## src/rtl/lifo_pkg.sv

```systemverilog
// Shared definitions for the lifo stack buffer and its pop-side reader.
package lifo_pkg;

  // Defaults shared with the lifo itself so both sides agree on geometry.
  localparam int DEFAULT_DATA_WIDTH = 32;
  localparam int DEFAULT_DEPTH      = 32;

  typedef enum logic [1:0] {
    IDLE  = 2'd0,
    DRAIN = 2'd1,
    FLUSH = 2'd2
  } lifo_reader_state_t;

endpackage

```

## src/rtl/lifo_skid_buf.sv

```systemverilog
// Two-entry FIFO of {last, data} between the lifo pop port and the output
// stream. Entries leave in write order; set_last_i marks the newest entry
// (the tail) as the final beat of a burst.
module lifo_skid_buf #(
  parameter int DATA_WIDTH = 32
) (
  input  logic                  clk_i,
  input  logic                  reset_i,
  input  logic                  wr_en_i,
  input  logic                  wr_last_i,
  input  logic [DATA_WIDTH-1:0] wr_data_i,
  input  logic                  set_last_i,
  output logic                  rd_valid_o,
  input  logic                  rd_ready_i,
  output logic [DATA_WIDTH-1:0] rd_data_o,
  output logic                  rd_last_o,
  output logic [1:0]            occ_o
);

  logic [DATA_WIDTH-1:0] r_data [2];
  logic                  r_last [2];
  logic                  r_wr_ptr;
  logic                  r_rd_ptr;
  logic [1:0]            r_occ;

  logic w_rd;
  logic w_tail;
  logic w_set_last;

  assign w_rd       = (r_occ != 2'd0) && rd_ready_i;
  assign w_tail     = ~r_wr_ptr;
  assign w_set_last = set_last_i && (r_occ != 2'd0);

  assign rd_valid_o = (r_occ != 2'd0);
  assign occ_o      = r_occ;
  // Data is gated so the stream shows zero when nothing is buffered.
  assign rd_data_o  = rd_valid_o ? r_data[r_rd_ptr] : '0;
  // A last mark raised this cycle on a single entry must reach the beat
  // that may leave in the same cycle.
  assign rd_last_o  = rd_valid_o &&
                      (r_last[r_rd_ptr] || (w_set_last && (r_rd_ptr == w_tail)));

  // Pointers, occupancy and last flags.
  always_ff @(posedge clk_i) begin
    // NOTE: sequential state uses non-blocking assignments so every flop
    // samples pre-edge values regardless of statement order.
    if (reset_i) begin
      r_wr_ptr <= 1'b0;
      r_rd_ptr <= 1'b0;
      r_occ    <= 2'd0;
      r_last[0] <= 1'b0;
      r_last[1] <= 1'b0;
    end else begin
      if (w_set_last) r_last[w_tail] <= 1'b1;
      if (wr_en_i) begin
        r_last[r_wr_ptr] <= wr_last_i;
        r_wr_ptr         <= ~r_wr_ptr;
      end
      if (w_rd) r_rd_ptr <= ~r_rd_ptr;
      case ({wr_en_i, w_rd})
        2'b10:   r_occ <= r_occ + 2'd1;
        2'b01:   r_occ <= r_occ - 2'd1;
        default: r_occ <= r_occ;
      endcase
    end
  end

  // Data storage.
  always_ff @(posedge clk_i) begin
    // NOTE: storage is deliberately not reset; occupancy qualifies it and
    // the output is gated, so stale contents are never observed.
    if (wr_en_i) r_data[r_wr_ptr] <= wr_data_i;
  end

endmodule

```

## src/rtl/lifo_reader.sv

```systemverilog
// Burst pop reader for a lifo with combinational pop data: accepts a
// "read N entries" command, pops the lifo and streams the entries out on a
// valid/ready interface with a last flag and a completion pulse.
// Optional: define LIFO_READER_EARLY_STOP_EN to end a burst early when the
// lifo runs empty instead of stalling.
module lifo_reader
  import lifo_pkg::*;
#(
  parameter int DATA_WIDTH  = DEFAULT_DATA_WIDTH,
  parameter int DEPTH       = DEFAULT_DEPTH,
  parameter int COUNT_WIDTH = $clog2(DEPTH) + 1
) (
  input  logic                   clk_i,
  input  logic                   reset_i,
  input  logic                   cmd_valid_i,
  output logic                   cmd_ready_o,
  input  logic [COUNT_WIDTH-1:0] cmd_count_i,
  input  logic                   lifo_empty_i,
  output logic                   pop_o,
  input  logic [DATA_WIDTH-1:0]  pop_data_i,
  output logic                   m_valid_o,
  input  logic                   m_ready_i,
  output logic [DATA_WIDTH-1:0]  m_data_o,
  output logic                   m_last_o,
  output logic                   busy_o,
  output logic                   done_o,
  output logic [COUNT_WIDTH-1:0] done_count_o
);

  lifo_reader_state_t     r_state;
  logic [COUNT_WIDTH-1:0] r_remaining;
  logic [COUNT_WIDTH-1:0] r_delivered;
  logic [COUNT_WIDTH-1:0] r_done_count;

  logic       w_remaining_nz;
  logic       w_pop;
  logic       w_early_stop;
  logic       w_done;
  logic [1:0] w_occ;
  logic       w_buf_valid;

  assign w_remaining_nz = (r_remaining != '0);

  // Pops are suppressed during reset so no entry leaves the lifo unseen.
  assign w_pop = !reset_i && (r_state == DRAIN) && w_remaining_nz && !lifo_empty_i &&
                 ((w_occ < 2'd2) || (w_buf_valid && m_ready_i));

`ifdef LIFO_READER_EARLY_STOP_EN
  assign w_early_stop = (r_state == DRAIN) && w_remaining_nz && lifo_empty_i;
`else
  assign w_early_stop = 1'b0;
`endif

  assign w_done       = (r_state == FLUSH) && (w_occ == 2'd0);
  assign cmd_ready_o  = (r_state == IDLE);
  assign busy_o       = (r_state != IDLE);
  assign pop_o        = w_pop;
  assign m_valid_o    = w_buf_valid;
  assign done_o       = w_done;
  // The count is live during the done pulse and held afterwards.
  assign done_count_o = w_done ? r_delivered : r_done_count;

  lifo_skid_buf #(
    .DATA_WIDTH (DATA_WIDTH)
  ) u_buf (
    .clk_i      (clk_i),
    .reset_i    (reset_i),
    .wr_en_i    (w_pop),
    .wr_last_i  (r_remaining == COUNT_WIDTH'(1)),
    .wr_data_i  (pop_data_i),
    .set_last_i (w_early_stop),
    .rd_valid_o (w_buf_valid),
    .rd_ready_i (m_ready_i),
    .rd_data_o  (m_data_o),
    .rd_last_o  (m_last_o),
    .occ_o      (w_occ)
  );

  // Burst sequencing: accept, drain the lifo, then wait for the buffer to empty.
  always_ff @(posedge clk_i) begin
    if (reset_i) begin
      r_state      <= IDLE;
      r_remaining  <= '0;
      r_delivered  <= '0;
      r_done_count <= '0;
    end else begin
      case (r_state)
        IDLE: begin
          if (cmd_valid_i) begin
            r_remaining <= cmd_count_i;
            r_delivered <= '0;
            r_state     <= DRAIN;
          end
        end
        DRAIN: begin
          if (!w_remaining_nz) begin
            r_state <= FLUSH;
          end else if (w_early_stop) begin
            r_remaining <= '0;
            r_state     <= FLUSH;
          end else if (w_pop) begin
            r_remaining <= r_remaining - COUNT_WIDTH'(1);
            r_delivered <= r_delivered + COUNT_WIDTH'(1);
          end
        end
        FLUSH: begin
          if (w_occ == 2'd0) begin
            r_done_count <= r_delivered;
            r_state      <= IDLE;
          end
        end
        default: r_state <= IDLE;
      endcase
    end
  end

endmodule
```

## config.mk

```make
export PLATFORM = sky130hd
export DESIGN_NAME = lifo_reader
export DESIGN_NICKNAME = d
export VERILOG_FILES = /design/src/rtl/lifo_pkg.sv /design/src/rtl/lifo_skid_buf.sv /design/src/rtl/lifo_reader.sv
export SDC_FILE = /design/constraint.sdc
export NUM_CORES = 1
export LEC_CHECK = 0
export CAP_MARGIN = 20
export CELL_PAD_IN_SITES_DETAIL_PLACEMENT = 1
export CELL_PAD_IN_SITES_GLOBAL_PLACEMENT = 1
export CORE_MARGIN = 1
export CORE_UTILIZATION = 36
export DETAILED_ROUTE_END_ITERATION = 10
export MAX_ROUTING_LAYER = met4
export PLACE_DENSITY = 0.72
export SLEW_MARGIN = 20
export SYNTH_ARGS = -nofsm -noshare
export SYNTH_HDL_FRONTEND = slang
export SYNTH_SLANG_ARGS = --single-unit
```

## constraint.sdc

```tcl
create_clock -name clk_i -period 3.55 [get_ports clk_i]
set_input_delay 0.8875 -clock clk_i [delete_from_list [all_inputs] [get_ports clk_i]]
set_output_delay 0.8875 -clock clk_i [all_outputs]
set_load 0.1 [all_outputs]
```

* After elaboration in Yosys (flattened, before gate mapping) *
Memories as Yosys holds them, arrays and structs flattened. A register that Yosys moved wholly into a read port is not among the register bits.
Index checks and enable logic that the tools add are counted.
Widths: inputs -> output; s select.

word-level totals
  input bits = 43
  logic and storage cells = 75
  memories = 2
  bits in writable memories = 66
  output and inout port bits = 44
  register bits = 24

memories
  name          words  bits a word  rd ports  clocked after memory_dff  write ports  RTL line             RTL
  u_buf.r_data  2      32           1         1                         1            lifo_skid_buf.sv:20  logic [DATA_WIDTH-1:0] r_data [2];
  u_buf.r_last  2      1            1         1                         2            lifo_skid_buf.sv:21  logic r_last [2];

cells by class
  magnitude comparators = 1
  mux-type cells = 28
  bitwise gates (word level) = 2
  equal/unequal tests = 10
  reduce and logical (&&, ||, !) cells = 21
  add/subtract/negate cells = 4

operator list
  operator             count
  $mux 6               7
  $mux 32              1
  $pmux 6 s2           2
  $mux 1               13
  $reduce_bool 2->1    4
  $logic_and 1x1->1    7
  $add 6x1->6 const B  1
  $eq 6x1->1 const B   1
  $mux 2               3
  $ne 2x2->1 const B   3
  $pmux 2 s3           1
  $reduce_bool 6->1    1
  $sub 6x1->6 const B  1
  $eq 2x1->1 const B   2
  $eq 2x2->1 const B   2
  $logic_not 2->1      2
  $ne 2x1->1 const B   2
  $pmux 2 s2           1
  $reduce_and 4->1     1
  $reduce_and 3->1     1
  $add 2x1->2 const B  1
  $logic_not 1->1      2
  $lt 2x2->1 const B   1
  $not 1->1            2
  other kinds (4)      4

* Depth between registers and ports, before layout *
  word-level depth = 10
  mapped depth = 9
  mapped depth without buffers = 8

* Modules after synthesis *
From an unflattened synthesis, not the netlist that was laid out.

unflattened totals
  cells, all modules = 295
  area total of the unflattened synthesis = 3829.9 um2

modules (own cells, without submodules)
  module         cells each  times used  area an instance (um2)  seq. area each (um2)
  lifo_skid_buf  174         1           2735.1                  2062.0
  lifo_reader    121         1           1094.8                  400.4

* Least setup slack after synthesis *
Ideal clock, no wire load.

  kind = input -> register
  from = in reset_i
  to = mem u_buf.r_data[0][0] (enable)
  arrival time = 3.290 ns
  path slack = -0.163 ns
  buffers on the path = 1
  stages on the path = 4
  required time = 3.128 ns
  library setup time = 0.422 ns
  cells stage by stage = or4b_1 a221o_1 buf_2 nor2_1

on the way
  cells in the longest elaborated chain, start to end = 7

RTL lines
  what                             RTL line             RTL
  start: declaration               lifo_reader.sv:14    input logic reset_i,
  $logic_not 1->1                  lifo_reader.sv:45    assign w_pop = !reset_i && (r_state == DRAIN) && w_remaining_nz && !lifo_empty_i &&
  $logic_and 1x1->1 (4 in series)  lifo_reader.sv:45
  $mux 1                           lifo_skid_buf.sv:72  if (wr_en_i) r_data[r_wr_ptr] <= wr_data_i;
  $mux 1 (implied by the code)     lifo_skid_buf.sv:72
  end: declaration                 lifo_skid_buf.sv:20

No other way between the ends.

* Final worst setup path *
  from = in reset_i
  to = out pop_o

on the way
  cells in the longest elaborated chain, start to end = 5

RTL lines
  what                             RTL line           RTL
  $logic_not 1->1                  lifo_reader.sv:45
  $logic_and 1x1->1 (4 in series)  lifo_reader.sv:45
  end: declaration                 lifo_reader.sv:19  output logic pop_o,

No other way between the ends.

==> flow_summary.yaml <==
hold_path:
  hold_path.class: "reg -> reg"
  whs_path_depth: 2
  min_from: "r_remaining[5]"
floorplanning:
  initial_core_util_pct: 37.7
  rows: 36
  core-area_sq_mm: 0.00991
  ios: 87
  die_x_um: 104
  die_h_um: 104
  die_area_sq_mm: 0.0108
yosys:
  postSynthNetCount: 334
  ys.flop_type: "edfxtp_1"
  ys_warn_count: 0
  async_flop_share_pct: 0
  yosysMostFrequentCell: "edfxtp_1"
  netlist_instances: 287
  netlist_top_cells_area: "edfxtp_1, dfxtp_1, mux2i_1"
  synth-seq-cells: 91
  synth_area_sq_mm: 0.00373
  synth_cell_types: 42
  ys_top_cells_by_count: "edfxtp_1, nor2_1, mux2i_1"
  synth_top_area_share_pct: 53.1
  yosysSeqAreaShare_pct: 66.5
  synth_edf_count: 66
  synth_area_per_cell_sq_um: 13.0
  synth_top_cell_by_area: "edfxtp_1"
clock_network:
  numClockSinks: 91
  numCtsBuffers: 9
  clock_latency_ns: 0.36
  cts_tree: "yes"
  holdBufCountCts: 0
  clk_pin_slew_ns: 0.08
  cts.repair.resized: 0
  post_cts_buffers: 0
  clockRootBuffer: "clkbuf_8"
  h-tree-depth: 3
  clockBufferDepth: 2
place:
  placed_cell_area_sq_mm: 0.00470
  hpwl_um: 6240
  dp_slack_ns: 0.182
  gp_routability_congestion: 0.765
  numPortBuffers: 86
power_and_ir_drop:
  power.leakage_nw: 1.76
  p_per_area_mw_per_mm2: 549
  p_total_mw: 2.69
  vdd_drop_max_mv: 0.184
setup_path:
  end_kind: "output port"
  critPathKind: "in -> out"
  start_kind: "input port"
  cp_data_required_time_ns: 2.66
  arrival_ns: 2.43
  cp-startpoint: "reset_i"
  r2r_start: "r_remaining[0]"
  r2r.worst_path.cells: 8
  crit_fanout: 2
final_layout:
  num-nets-final: 425
  drive_gt1_share_pct: 21.9
  final_area_sq_mm: 0.00490
  antenna_cells: 0
  area_growth_pct: 31.2
timing:
  hold_viol: 0
  fin_tns_setup_ns: 0
  setup_slack_ns: 0.236
  rsz0062_at_grt: "no"
  slew_headroom_pct: 64.2
  slew_violations: 0
  layout_worst_path_cycle_share_pct: 93.4
  setup_viol: 0
  fin_crit_ns: 3.31
  fin_skew_ns: 0.00977
  fmax_mhz: 302
  worst_pin_slew_ns: 0.536
detailed_routing:
  ant_nets: 0
  dr.pass1.iters: 4
  remaining_drc_errors: 0
  wl_per_cell_um: 17.2
  drtIter0Drc: 88
  vias_per_cell: 4.98
  dr_total_vias: 2569
  wl_um: 8870
global_routing:
  grt_pass1_vias: 2733
  grt_max_degree: 36
  antenna_found_initial: 0
  grt_pass1_wl_um: 14100
  grt_overflow: 0
  grt_usage_pct: 17.5
flow_run:
  drv_cap: 0
status:
  status: "completed"
## final cells by class
| class | count | area (sq um) |
|---|---|---|
| multi-input combinational | 170 | 1160 |
| fill | 1067 | 5010 |
| clock inverter | 7 | 76.3 |
| timing repair buffer | 96 | 851 |
| inverter | 10 | 38.8 |
| clock buffer | 9 | 124 |
| sequential | 91 | 2480 |
| tap | 133 | 166 |
## final timing paths
check,end,slack [ns]
worst max-delay path,pop_o,0.24
worst min-delay path,r_remaining[5],0.47
worst max register to register,u_buf.occ_o[1],0.97
worst min register to register,r_remaining[5],0.47
## routing by layer
metal,track usage [%],routed length [um],vias to the layer above
met5,-,0,-
met4,8.06,237,0
met3,3.26,341,19
met2,30.0,4380,69
met1,19.9,3900,1259
li1,-,-,1222
## cell usage in the layout, fill, tap and decap left out, drive strengths merged, types with 2 or more instances in the layout
cell | netlist | layout
clkinv | 1 | 5
xnor2 | 2 | 2
o21ai | 7 | 7
clkbuf | 13 | 9
nor2 | 49 | 49
dfxtp | 25 | 25
nand3 | 7 | 7
a31o | 2 | 2
buf | 3 | 54
o22ai | 2 | 2
a211oi | 2 | 2
mux2 | 6 | 6
a21oi | 10 | 10
clkdlybuf4s50 | 0 | 42
mux2i | 35 | 35
edfxtp | 66 | 66
a221o | 2 | 2
a41oi | 2 | 2
a2bb2oi | 2 | 2
ha | 4 | 4
and2 | 8 | 8
nor3 | 3 | 3
nand2b | 2 | 2
a311oi | 3 | 3
nor2b | 2 | 2
inv | 9 | 11
nand2 | 7 | 7
## state kept, by name, summed over array words and instances, names as in the netlist, named ones only
name	flops
u_buf.r_data	64
r_state	2
u_buf.r_rd_ptr	1
u_buf.r_wr_ptr	1
r_done_count	6
r_remaining	6
r_delivered	6
u_buf.r_last	2
u_buf.occ_o	2
## cell families after synthesis
group | count (synthesis) | synth area share [%]
AOI/OAI and AO/OA | 37 | 6.97
xor gates and xnor gates | 3 | 0.704
adders and majority gates | 4 | 1.34
buffers and inverters | 26 | 2.98
DFF | 91 | 66.5
muxes | 41 | 11.2
and+or+nand+nor | 85 | 10.4
## worst max-delay path, cell delays in order
cell             delay (ns)
clkdlybuf4s50_1        0.42
or4b_1                 0.51
a221o_1                0.33
clkinv_2               0.10
buf_12                 0.17
## stage by stage
| stage | instances | hold slack [ns] | utilization [%] |
|---|---|---|---|
| final | 516 | 0.474 | 49.5 |
| after global routing | 516 | 0.516 | 49.5 |
| after CTS | 516 | 0.477 | 49.5 |
| after detailed placement | 500 | 0.465 | 47.4 |
| after global placement | 500 | 0.458 | 47.4 |
| after floorplan | 287 | 0.436 | - |
## power by group
group          total (mW)  internal (mW)  switching (mW)  leakage, nW
clock network       0.708          0.332           0.376        0.103
logic               0.774          0.207           0.567        0.859
registers            1.21           1.17          0.0359        0.801
total                2.69           1.71           0.979         1.76
Power figures use the tool's default switching activity.
